--- src/rtl/disp_chan_sched_pkg.sv ---
// Shared types and channel constants for the seg7 display channel sequencer.
// Holds the state encoding, the registered status bundle and the scan-advance rule.
package disp_chan_sched_pkg;

   typedef enum logic [1:0] {
      ST_MANUAL = 2'd0,
      ST_SCAN   = 2'd1,
      ST_PAUSED = 2'd2,
      ST_HOLD   = 2'd3
   } state_t;

   typedef struct packed {
      logic scan;
      logic paused;
      logic hold;
   } status_t;

   localparam logic [5:0] CH_LAST_TEST = 6'd7;
   localparam logic [5:0] CH_REG_FIRST = 6'd32;
   localparam logic [5:0] CH_REG_LAST  = 6'd63;

   function automatic status_t status_of(input state_t st);
      status_t s;
      s.scan   = (st == ST_SCAN);
      s.paused = (st == ST_PAUSED);
      s.hold   = (st == ST_HOLD);
      return s;
   endfunction

   // Test channels 0..7, then optionally the register-file slots 32..63, then wrap.
   // Anything outside those ranges (reachable only via the switches) restarts at 0.
   function automatic logic [5:0] next_channel(input logic [5:0] ch, input logic scan_regs);
      if (ch < CH_LAST_TEST)
         return ch + 6'd1;
      else if (ch == CH_LAST_TEST)
         return scan_regs ? CH_REG_FIRST : 6'd0;
      else if (ch >= CH_REG_FIRST && ch < CH_REG_LAST)
         return ch + 6'd1;
      else
         return 6'd0;
   endfunction

endpackage

--- src/rtl/disp_chan_sched_btn_debounce.sv ---
// Push-button conditioner: 2-FF synchronizer, DEB-cycle stability filter,
// and a single-cycle pulse on each accepted rising edge.
module btn_debounce #(
   parameter int DEB = 1_000_000
) (
   input  logic clk,
   input  logic rst,
   input  logic raw,
   output logic pulse
);

   localparam int CW = $clog2(DEB + 1);
   localparam logic [CW-1:0] CNT_LAST = CW'(DEB - 1);

   logic          raw_s1;
   logic          raw_s2;
   logic          level;
   logic [CW-1:0] cnt;

   always_ff @(posedge clk or posedge rst) begin
      if (rst) begin
         raw_s1 <= 1'b0;
         raw_s2 <= 1'b0;
         level  <= 1'b0;
         cnt    <= '0;
         pulse  <= 1'b0;
      end else begin
         // NOTE: non-blocking here so raw_s2 takes the old raw_s1, giving a true 2-stage synchronizer.
         raw_s1 <= raw;
         raw_s2 <= raw_s1;
         pulse  <= 1'b0;
         // The counter tracks consecutive cycles the synced input disagrees with the accepted level.
         if (raw_s2 == level) begin
            cnt <= '0;
         end else if (cnt == CNT_LAST) begin
            level <= raw_s2;
            cnt   <= '0;
            pulse <= raw_s2;
         end else begin
            cnt <= cnt + CW'(1);
         end
      end
   end

endmodule

--- src/rtl/disp_chan_sched.sv ---
// Channel-select sequencer for the seg7 display mux: manual follow, dwell-timed
// auto-scan, paused single-step, and a CPU-write hold that forces channel 0.
module disp_chan_sched
   import disp_chan_sched_pkg::*;
#(
   parameter int DWELL     = 50_000_000,
   parameter int DEB       = 1_000_000,
   parameter int HOLD_CYC  = 100_000_000,
   parameter int SCAN_REGS = 1
) (
   input  logic       clk,
   input  logic       rst,
   input  logic [5:0] sw,
   input  logic       mode_auto,
   input  logic       btn_next,
   input  logic       btn_pause,
   input  logic       cpu_wr,
   output logic [5:0] ctrl_out,
   output logic       scan_active,
   output logic       paused,
   output logic       hold_active
);

   localparam int DW = $clog2(DWELL);
   localparam int HW = (HOLD_CYC > 0) ? $clog2(HOLD_CYC + 1) : 1;
   localparam logic [DW-1:0] DWELL_LAST = DW'(DWELL - 1);
   localparam logic [HW-1:0] HOLD_LOAD  = (HOLD_CYC > 0) ? HW'(HOLD_CYC - 1) : '0;
   localparam logic          HOLD_EN    = (HOLD_CYC > 0);
   localparam logic          REGS_EN    = (SCAN_REGS != 0);

   logic [5:0]    sw_s1;
   logic [5:0]    sw_sync;
   logic          mode_s1;
   logic          mode_sync;
   logic          next_pulse;
   logic          pause_pulse;

   state_t        state;
   state_t        saved_state;
   status_t       status;
   logic [5:0]    saved_ch;
   logic [DW-1:0] dwell_cnt;
   logic [HW-1:0] hold_cnt;

   always_ff @(posedge clk or posedge rst) begin
      if (rst) begin
         sw_s1     <= '0;
         sw_sync   <= '0;
         mode_s1   <= 1'b0;
         mode_sync <= 1'b0;
      end else begin
         sw_s1     <= sw;
         sw_sync   <= sw_s1;
         mode_s1   <= mode_auto;
         mode_sync <= mode_s1;
      end
   end

   btn_debounce #(.DEB(DEB)) u_deb_next (
      .clk   (clk),
      .rst   (rst),
      .raw   (btn_next),
      .pulse (next_pulse)
   );

   btn_debounce #(.DEB(DEB)) u_deb_pause (
      .clk   (clk),
      .rst   (rst),
      .raw   (btn_pause),
      .pulse (pause_pulse)
   );

   // Status flags are registered together with state so they line up with ctrl_out.
   always_ff @(posedge clk or posedge rst) begin
      if (rst) begin
         state       <= ST_MANUAL;
         status      <= status_of(ST_MANUAL);
         saved_state <= ST_MANUAL;
         saved_ch    <= '0;
         ctrl_out    <= '0;
         dwell_cnt   <= '0;
         hold_cnt    <= '0;
      end else if (cpu_wr && HOLD_EN) begin
         // A retrigger only reloads the timer; the pre-hold context stays as first saved.
         if (state != ST_HOLD) begin
            saved_state <= state;
            saved_ch    <= ctrl_out;
         end
         state    <= ST_HOLD;
         status   <= status_of(ST_HOLD);
         ctrl_out <= '0;
         hold_cnt <= HOLD_LOAD;
      end else begin
         case (state)
            ST_MANUAL: begin
               if (mode_sync) begin
                  state     <= ST_SCAN;
                  status    <= status_of(ST_SCAN);
                  ctrl_out  <= '0;
                  dwell_cnt <= '0;
               end else begin
                  ctrl_out <= sw_sync;
               end
            end

            ST_SCAN: begin
               if (!mode_sync) begin
                  state    <= ST_MANUAL;
                  status   <= status_of(ST_MANUAL);
                  ctrl_out <= sw_sync;
               end else if (pause_pulse) begin
                  state  <= ST_PAUSED;
                  status <= status_of(ST_PAUSED);
               end else if (next_pulse || dwell_cnt == DWELL_LAST) begin
                  ctrl_out  <= next_channel(ctrl_out, REGS_EN);
                  dwell_cnt <= '0;
               end else begin
                  dwell_cnt <= dwell_cnt + DW'(1);
               end
            end

            ST_PAUSED: begin
               if (!mode_sync) begin
                  state    <= ST_MANUAL;
                  status   <= status_of(ST_MANUAL);
                  ctrl_out <= sw_sync;
               end else if (pause_pulse) begin
                  state     <= ST_SCAN;
                  status    <= status_of(ST_SCAN);
                  dwell_cnt <= '0;
               end else if (next_pulse) begin
                  ctrl_out <= next_channel(ctrl_out, REGS_EN);
               end
            end

            ST_HOLD: begin
               // Button pulses are deliberately ignored while the CPU value is on show.
               if (hold_cnt == '0) begin
                  state     <= saved_state;
                  status    <= status_of(saved_state);
                  dwell_cnt <= '0;
                  ctrl_out  <= (saved_state == ST_MANUAL) ? sw_sync : saved_ch;
               end else begin
                  hold_cnt <= hold_cnt - HW'(1);
               end
            end

            default: begin
               state  <= ST_MANUAL;
               status <= status_of(ST_MANUAL);
            end
         endcase
      end
   end

   assign scan_active = status.scan;
   assign paused      = status.paused;
   assign hold_active = status.hold;

endmodule

--- config.mk ---
export PLATFORM = sky130hd
export DESIGN_NAME = disp_chan_sched
export DESIGN_NICKNAME = d
export VERILOG_FILES = /design/src/rtl/disp_chan_sched_pkg.sv /design/src/rtl/disp_chan_sched_btn_debounce.sv /design/src/rtl/disp_chan_sched.sv
export SDC_FILE = /design/constraint.sdc
export NUM_CORES = 1
export LEC_CHECK = 0
export BUFFER_PORTS_ARGS = -buffer_cell sky130_fd_sc_hd__buf_2
export CAP_MARGIN = 20
export CORE_MARGIN = 2
export CORE_UTILIZATION = 40
export CTS_CLUSTER_DIAMETER = 120
export DETAILED_ROUTE_END_ITERATION = 8
export GPL_TIMING_DRIVEN = 0
export PLACE_DENSITY = 0.63
export SYNTH_ARGS = -nofsm -noshare
export SYNTH_HDL_FRONTEND = slang
export SYNTH_SLANG_ARGS = --single-unit
--- constraint.sdc ---
create_clock -name clk -period 10.27 [get_ports clk]
set_input_delay 0.5135 -clock clk [delete_from_list [all_inputs] [get_ports clk]]
set_output_delay 0.5135 -clock clk [all_outputs]
set_load 0.005 [all_outputs]
# Yosys cells after proc, flatten, opt, wreduce, memory -nomap -nowiden
# Index checks and enable logic that the tools add are counted.
# totals
register_bits	134
in_bits	12
output_inout_bits	9
word_cells	124
# classes
n_addsub	5
magnitude_cmp	3
eq_ne	28
muxes	49
bitwise	3
reduce_logical	13
# op_table
op	count
$mux W26	7
$pmux W26 S4	1
$mux W27	3
$mux W20	4
$mux W6	13
$add A20 B1 Y20 const B	2
$eq A20 B20 Y1 const B	2
$logic_not A27 Y1	1
$sub A27 B1 Y27 const B	1
$add A26 B1 Y26 const B	1
$eq A26 B26 Y1 const B	1
$pmux W6 S4	1
$mux W3	7
$mux W2	7
$ne A2 B2 Y1 const B	7
$ne A4 B3 Y1 const B	3
$ne A4 B4 Y1 const B	3
$pmux W3 S4	1
$eq A2 B2 Y1 const B	4
$pmux W2 S4	1
$reduce_and A2 Y1	4
$reduce_and A7 Y1	1
$add A6 B1 Y6 const B	1
$eq A6 B3 Y1 const B	1
other kinds (15)	24

# Depth between registers and ports, before layout
# Gate-level depths: netlist (run 1).
# logic_depth
ltp_word	10
ltp_mapped	9
mapped_depth_nobuf	7

# Modules after synthesis
# Synthesis (run 1) repeated with hierarchy kept, for this count alone.
# hier_totals
hier_cells	731
hier_area_um2	7198.2
# modules_own_cells
module	n_inst	cells_per_inst	area_each_um2	seq_area_each_um2
disp_chan_sched	1	515	4820.9	2152.1
btn_debounce	2	108	1188.6	600.6

# Worst setup path after synthesis (run 1)
# Ideal clock, no wire load.
# synth_timing
path_type	register to register
from	reg dwell_cnt[0]
to	reg dwell_cnt[19]
setup_ns	0.119
arrival_ns	2.161
required_ns	10.151
setup_slack_ns	7.990
path_stages_with_launch	9
n_path_buf	2
synth_period_minus_slack_ns	2.280
path_cell_list	dfrtp_1 -> ha_1 -> clkbuf_2 -> inv_1 -> or4_1 -> o21ba_2 -> clkbuf_1 -> nor3_2 -> o21ba_2
# synth_between
elab_chain_cells	6
word_cells_on_any_way	7
cone_classes	1 x add/sub; 1 x eq/ne; 4 x mux; 1 x reduce/logical
# synth_lines
element	line_no	text
start: declaration	disp_chan_sched.sv:42	logic [DW-1:0] dwell_cnt;
start signal: assignment	disp_chan_sched.sv:118	dwell_cnt <= dwell_cnt + DW'(1);
branches (longest 2 deep; another with $add A26 B1 Y26)	--	
$mux W26 *	disp_chan_sched.sv:114	end else if (next_pulse || dwell_cnt == DWELL_LAST) begin
$mux W26 *	disp_chan_sched.sv:111	end else if (pause_pulse) begin
$mux W26 *	disp_chan_sched.sv:107	if (!mode_sync) begin
$pmux W26 S4 *	disp_chan_sched.sv:94	case (state)
# Mark *: on every way between the ends. The select of a mux whose other input is x is not followed.
# A chain may end at the register's enable or synchronous reset.

# Worst setup path after layout (run 1)
# layout_timing
from	reg state[0]
to	reg dwell_cnt[25]
# layout_between
elab_chain_cells	3
word_cells_on_any_way	12
cone_classes	9 x eq/ne; 1 x mux; 2 x reduce/logical
# layout_lines
element	line_no	text
start: declaration	disp_chan_sched.sv:38	state_t state;
start signal: assignment	disp_chan_sched.sv:139	state <= saved_state;
$eq A2 B1 Y1, or another cell as far along	disp_chan_sched.sv:94	
$ne A2 B2 Y1 (no source line) or $ne A2 B1 Y1 (tied branches)	--	
$reduce_and A7 Y1 (no source line)	--	
# Parallel ways exist; a longest one is shown, timed or not.

==> impl_metrics.ini, run 1 <==
[setup_path]
cpPeakStageDelay_ns = 0.57
critical_path.cell_chain = ha_1, clkbuf_1, inv_1, a41oi_2, buf_2, clkbuf_1, o21ai_0, a21oi_1
critPathBufInv = 4
slowest_stage = a41oi_2
crit_required_ns = 10.62
cp_max_fo = 10
cp-start-kind = register
critPathTopFamily = buffers and inverters
critPathMostFrequentCell = clkbuf_1
critPathKind = register to register
crit_arrival_ns = 3.25
end_kind = register

[sta]
rsz0062_at_grt = false
maxSlewViolCount = 0
timing.hold.ws_ns = 0.0817
final-setup-viol-count = 0
final.period_utilization_pct = 28.3
fin_tns_setup_ns = 0
relSlewSlack_pct = 47.5
fin_crit_ns = 2.91
skew_ns = 0.0150
tightest_slew_ns = 0.780
hold_viol = 0
fmaxAchievable_ghz = 0.344

[floorplan]
ios = 21
rows = 48
die_x_um = 136
core-area_um2 = 17200
start_util_pct = 40.7
fp.dieH_um = 136
die_area_um2 = 18500

[synthesis]
synth.area.top_cells = dfrtp_1 48%, nor2_1 4.0%, xnor2_1 3.5%
ys_ff_latch = 134
ys_types = 65
async_reset_ff_share_pct = 100
synth.avg_cell_area_um2 = 9.69
yosysTopAreaCell = dfrtp_1
synth-edff-count = 0
synth_top_area_share_pct = 48.0
syn_inst = 721
synth_seq_area_share_pct = 48.0
ys.flop_type = dfrtp_1
synth-warning-count = 0
netlist_area_um2 = 6990
syn_nets = 745
synth.most_common_cell = dfrtp_1
synth_commonest_cells = 134 x dfrtp_1, 75 x nor2_1, 44 x nand3_1, 43 x nand2_1, 33 x inv_1

[flow_run]
drv_cap = 0

[pwr]
p_leak_nw = 3.23
p_total_mw = 1.16
ir_worst_vdd_uv = 120
p_per_area_nw_per_um2 = 146

[global_route]
grt_pass1_vias = 5554
grt_pass1_wl_um = 27500
grt-ovfl-total = 0
antenna_found_initial = 0
grt_usage_pct = 18.8
grt_max_degree = 98

[placed_design]
port_buffers = 20
dp_hpwl_um = 10800
dp_cells = 968
gp_congestion = 0.798

[layout]
finalNetCount = 786
diodes = 0
instances_no_fill = 1000
fin_util_pct = 46.4
drive_gt1_share_pct = 12.5
area_delta_synth_final_pct = 14.1
final.fill_count = 1650

[cts]
cts_root_buf = clkbuf_16
cts.sinks = 134
cts_tree = done
post_cts.repair.setup_buffers = 0
path_clk_slew_ns = 0.06
cts_inserted_buffers = 17
postCtsHoldBufs = 0
cts_max_path_buffers = 2
ctsResizeCount = 0
htree_levels = 4
clkLatencyLatePin_ns = 0.43

[route]
wirelength_um = 15900
first_iter_violations = 365
drcViolationCount = 0
post_drt_wl_per_cell_um = 15.9
ant_nets = 0
vias = 5554
vias_per_cell = 5.55
dr.pass1.iters = 5

[status]
outcome = complete, no violations

[worst_hold_path]
min_path_type = input pin to async pin
[state kept, by name, summed over array words and instances (netlist names), 2 cells and up]
register,cells
hold_cnt,27
dwell_cnt,26
u_deb_next.cnt,20
u_deb_pause.cnt,20
ctrl_out,6
saved_ch,6
sw_s1,6
sw_sync,6
saved_state,2
state,2
[metal layers]
metal	vias to the layer above	track usage [%]	part of all wire (%)
li1	2722	-	-
met3	20	4.59	3.9
met2	99	29.3	47
met5	-	0	0
met4	0	6.37	1.3
met1	2713	25.6	48
[where the power goes]
part           total (mW)  leakage, nW  switching, mW  internal [mW]
clock               0.584        0.274          0.243          0.341
sequential          0.540         1.65        0.00485          0.535
combinational      0.0386         1.30         0.0283         0.0103
total                1.16         3.23          0.276          0.886
[per-stage QoR]
stage / worst slack, ns / instance area [µm²]
after floorplan: 6.17 / 6990
after global placement: 4.53 / 7370
after detailed placement: 7.40 / 7410
after CTS: 7.38 / 7970
after global routing: 7.11 / 7970
final: 7.36 / 7970
[worst register-to-register path: cells and delay by family, from the launching register on]
kind                     cells  cell delay (ns)
buffers and inverters        4             1.29
flip-flops                   1             0.44
AO/OA/AOI/OAI                3             0.87
adder cells (fa/ha/maj)      1             0.22
[worst paths after layout]
path / from / slack (ns) / to / cells past startpoint
worst max-delay path: state[0]$_DFFE_PP0P_ / 7.36 / dwell_cnt[25]$_DFFE_PP0P_ / 8
worst min-delay path: rst / 0.08 / u_deb_next.cnt[3]$_DFF_PP0_ / 2
worst max register to register: state[0]$_DFFE_PP0P_ / 7.36 / dwell_cnt[25]$_DFFE_PP0P_ / 8
worst min register to register: sw_s1[2]$_DFF_PP0_ / 0.35 / sw_sync[2]$_DFF_PP0_ / 0
max in group asynchronous: rst / 9.40 / hold_cnt[4]$_DFFE_PP0P_ / 3
min in group clk: sw[2] / 0.19 / sw_s1[2]$_DFF_PP0_ / 1
[cell families (layout without fill, tap and decap cells)]
logic type / after synthesis / count (layout) / share of synthesized area, %
xor gates and xnor gates: 41 / 41 / 5.14
and+or+nand+nor: 310 / 310 / 24.2
adders and majority gates: 12 / 12 / 2.15
buffers and inverters: 70 / 124 / 4.05
muxes: 23 / 23 / 3.56
DFF: 134 / 134 / 48.0
AOI/OAI and AO/OA: 131 / 131 / 12.9
[layout make-up]
type | count | area [µm²] | area share (%)
inverter | 33 | 129 | 1.62
clock inverter | 14 | 128 | 1.60
timing repair buffer | 22 | 133 | 1.66
clock buffer | 18 | 439 | 5.51
tap | 225 | 282 | 3.53
multi-input combinational | 517 | 3350 | 42.0
buffer | 37 | 159 | 1.99
sequential | 134 | 3350 | 42.1
[placed cells by master, fill, tap and decap left out, types with 4 or more instances in the layout]
cell,Yosys,final
dfrtp_1,134,134
nor2_1,75,75
nand3_1,44,44
nand2_1,43,43
inv_1,33,32
buf_2,9,30
xnor2_1,28,28
o21ai_0,27,27
clkbuf_1,25,25
nand4_1,22,22
or4_1,21,21
a21oi_1,19,19
nor4_1,17,17
clkbuf_16,0,17
and3_1,15,15
mux2_2,15,15
o31ai_1,15,15
or3_1,13,13
nor3_1,13,13
a211oi_1,13,13
xor2_1,13,13
ha_1,12,12
and4_1,11,11
o22ai_1,11,11
nor2b_1,10,10
mux2i_1,8,8
nand2b_1,5,5
a32o_1,5,5
a31oi_1,4,4
clkinv_2,0,4
No activity file was read; power rests on OpenSTA's default activity.
==> inputs of run 2 (changes only) <==
Clock period 10.27 ns to 2.73 ns, I/O delays scaled along.
==> run 2 against run 1 <==
  * Worst setup slack lost 7.2 ns
  * Largest cell class is now multi-input combinational cells
  * Non-clock buffer count grew 13
  * Clock skew shrank 0.0065 ns
  * Die area is the same
  * Design area grew 2.0%
==> impl_metrics.ini, run 2 (synthesis results as in run 1) <==
[placed_design]
placed_area_um2 = 7440
gp_congestion = 0.799
dp_hpwl_um = 10800
port_buffers = 20
pre_cts_ws_ns = -0.119

[floorplan]
ios = 21
core-area_um2 = 17200
die_x_um = 136
die_area_um2 = 18500
rows = 48
fp.dieH_um = 136
start_util_pct = 40.7

[cts]
clkLatencyLatePin_ns = 0.42
cts_inserted_buffers = 17
cts.sinks = 134
cts_tree = done
cts_root_buf = clkbuf_16
htree_levels = 4
path_clk_slew_ns = 0.06
cts_max_path_buffers = 2

[layout]
finalNetCount = 799
final_common_cell = dfrtp_1
final.fill_count = 1650
diodes = 0
largest_reg_flops = 27
reg_top3 = hold_cnt (27), dwell_cnt (26)
top_register = hold_cnt
regArea_um2 = 3350
multiInputGateArea_um2 = 3390
drive_gt1_share_pct = 13.2
area_delta_synth_final_pct = 16.4
layout_common_cells = 134 x dfrtp_1, 75 x nor2_1, 43 x nand3_1, 43 x nand2_1, 32 x inv_1
fin_area_um2 = 8140

[setup_path]
critPathTopFamily = simple AND/OR/NAND/NOR gates
slowest_stage = or4_1
crit_required_ns = 3.07
ff2ff_path_depth = 7
crit_arrival_ns = 2.91
cp_max_fo = 10
timing.rr.start = hold_cnt[23]$_DFFE_PP0P_
cp-start-kind = register
end_kind = register
critPathKind = register to register
critical_path.cell_chain = or4_1, nor3b_4, a41o_1, buf_4, buf_2, nand4_1, a21oi_1
critPathBufInv = 2
reg2reg_to = paused$_DFFE_PP0P_
cpPeakStageDelay_ns = 0.60
r2r_slack_ns = 0.16

[sta]
maxSlewViolCount = 0
final-setup-viol-count = 0
tightest_slew_ns = 0.770
fin_crit_ns = 2.57
relSlewSlack_pct = 48.5
fmaxAchievable_ghz = 0.389
final.period_utilization_pct = 94.3
timing.hold.ws_ns = 0.237
setup_ws_ns = 0.157
hold_viol = 0
skew_ns = 0.00850

[pwr]
p_per_area_nw_per_um2 = 529
p_leak_nw = 3.30
pwr-share-comb_pct = 3.8
p_seq_share_pct = 47.2
p_total_mw = 4.30
internal-power_mw = 3.26
p_switching_mw = 1.04
ir_worst_vdd_uv = 460
swShare_pct = 24.3
clockPowerShare_pct = 49.0

[route]
post_drt_wl_per_cell_um = 15.8
ant_nets = 0
dr.pass1.iters = 5
first_iter_violations = 347
drcViolationCount = 0
vias_per_cell = 5.51
vias = 5579
wirelength_um = 16000

[global_route]
grt_max_degree = 43
grtUsageMet2_pct = 29.6
use_met3_pct = 4.62
grt_pass1_vias = 5488
antenna_found_initial = 0
grt_pass1_wl_um = 27500
top_usage_layer = met2
grt_usage_pct = 18.7
grt_util_met1_pct = 25.9
grt-ovfl-total = 0

[status]
outcome = complete, no violations

[worst_hold_path]
hp-start = cpu_wr
min_path_type = input pin to register
hold_depth = 4
holdPathEnd = dwell_cnt[17]$_DFFE_PP0P_

[flow_run]
drv_cap = 0
-- run 2: changes by cell type in the layout (fill, tap and decap cells not counted), moves of 2 or more --
cell,previous run,this run
buf_4,2,5
clkinvlp_4,3,6
clkbuf_2,1,3
clkinv_2,4,2
dlygate4sd3_1,0,10
clkbuf_1,25,22
buf_12,0,3
-- run 2: layer usage --
metal,vias to the layer above,part of all wire [%]
met5,-,0
met2,75,47
met4,0,0.91
met3,12,2.9
met1,2741,49
li1,2751,-
-- run 2: area by class of cell --
class	count	share of cell area (%)
buffer	35	1.89
clock buffer	19	5.44
clock inverter	13	1.23
inverter	33	1.57
multi-input combinational	517	41.6
sequential	134	41.2
tap	225	3.46
timing repair buffer	37	3.54
-- run 2: power by group through the flow --
stage / logic, mW / clock network, mW / registers [mW]
after floorplan: 0.0958 / 0 / 2.06
after global placement: 0.141 / 0 / 2.07
after detailed placement: 0.153 / 0 / 2.07
after CTS: 0.165 / 2.14 / 2.03
after global routing: 0.184 / 2.24 / 2.03
final: 0.161 / 2.11 / 2.03
-- run 2: how the worst max path moves through the flow --
stage / startpoint / endpoint / cells past startpoint / slack (ns)
global placement: state[1]$_DFFE_PP0P_ / paused$_DFFE_PP0P_ / 8 / -0.12
global route: state[0]$_DFFE_PP0P_ / dwell_cnt[16]$_DFFE_PP0P_ / 8 / -0.003
CTS: dwell_cnt[0]$_DFFE_PP0P_ / dwell_cnt[19]$_DFFE_PP0P_ / 8 / 0.01
detailed placement: state[1]$_DFFE_PP0P_ / dwell_cnt[11]$_DFFE_PP0P_ / 8 / -0.12
floorplan: dwell_cnt[0]$_DFFE_PP0P_ / dwell_cnt[19]$_DFFE_PP0P_ / 8 / 0.45
finish: hold_cnt[23]$_DFFE_PP0P_ / paused$_DFFE_PP0P_ / 7 / 0.16
-- run 2: through the flow --
step | util [%] | setup TNS [ns] | instances
6_report | 47.4 | 0 | 1013
5_1_grt | 47.4 | -0.00313 | 1013
4_1_cts | 47.2 | 0 | 1012
3_5_place_dp | 43.3 | -0.719 | 970
3_3_place_gp | 42.9 | -1.18 | 966
2_1_floorplan | - | 0 | 721
-- run 2: timing repair --
action                                 CTS  global route
resized for setup                        3             5
setup endpoints to repair               14            36
cloned                                   0             0
buffers inserted                         0             3
hold buffers                            10             0
endpoints found under the hold margin   30             0
-- run 2: worst register-to-register path: cells and delay by family, from the launching register on --
kind	cells	cell delay, ns
AO/OA/AOI/OAI	2	0.51
AND/OR/NAND/NOR	3	1.05
buffers and inverters	2	0.54
flip-flops	1	0.41
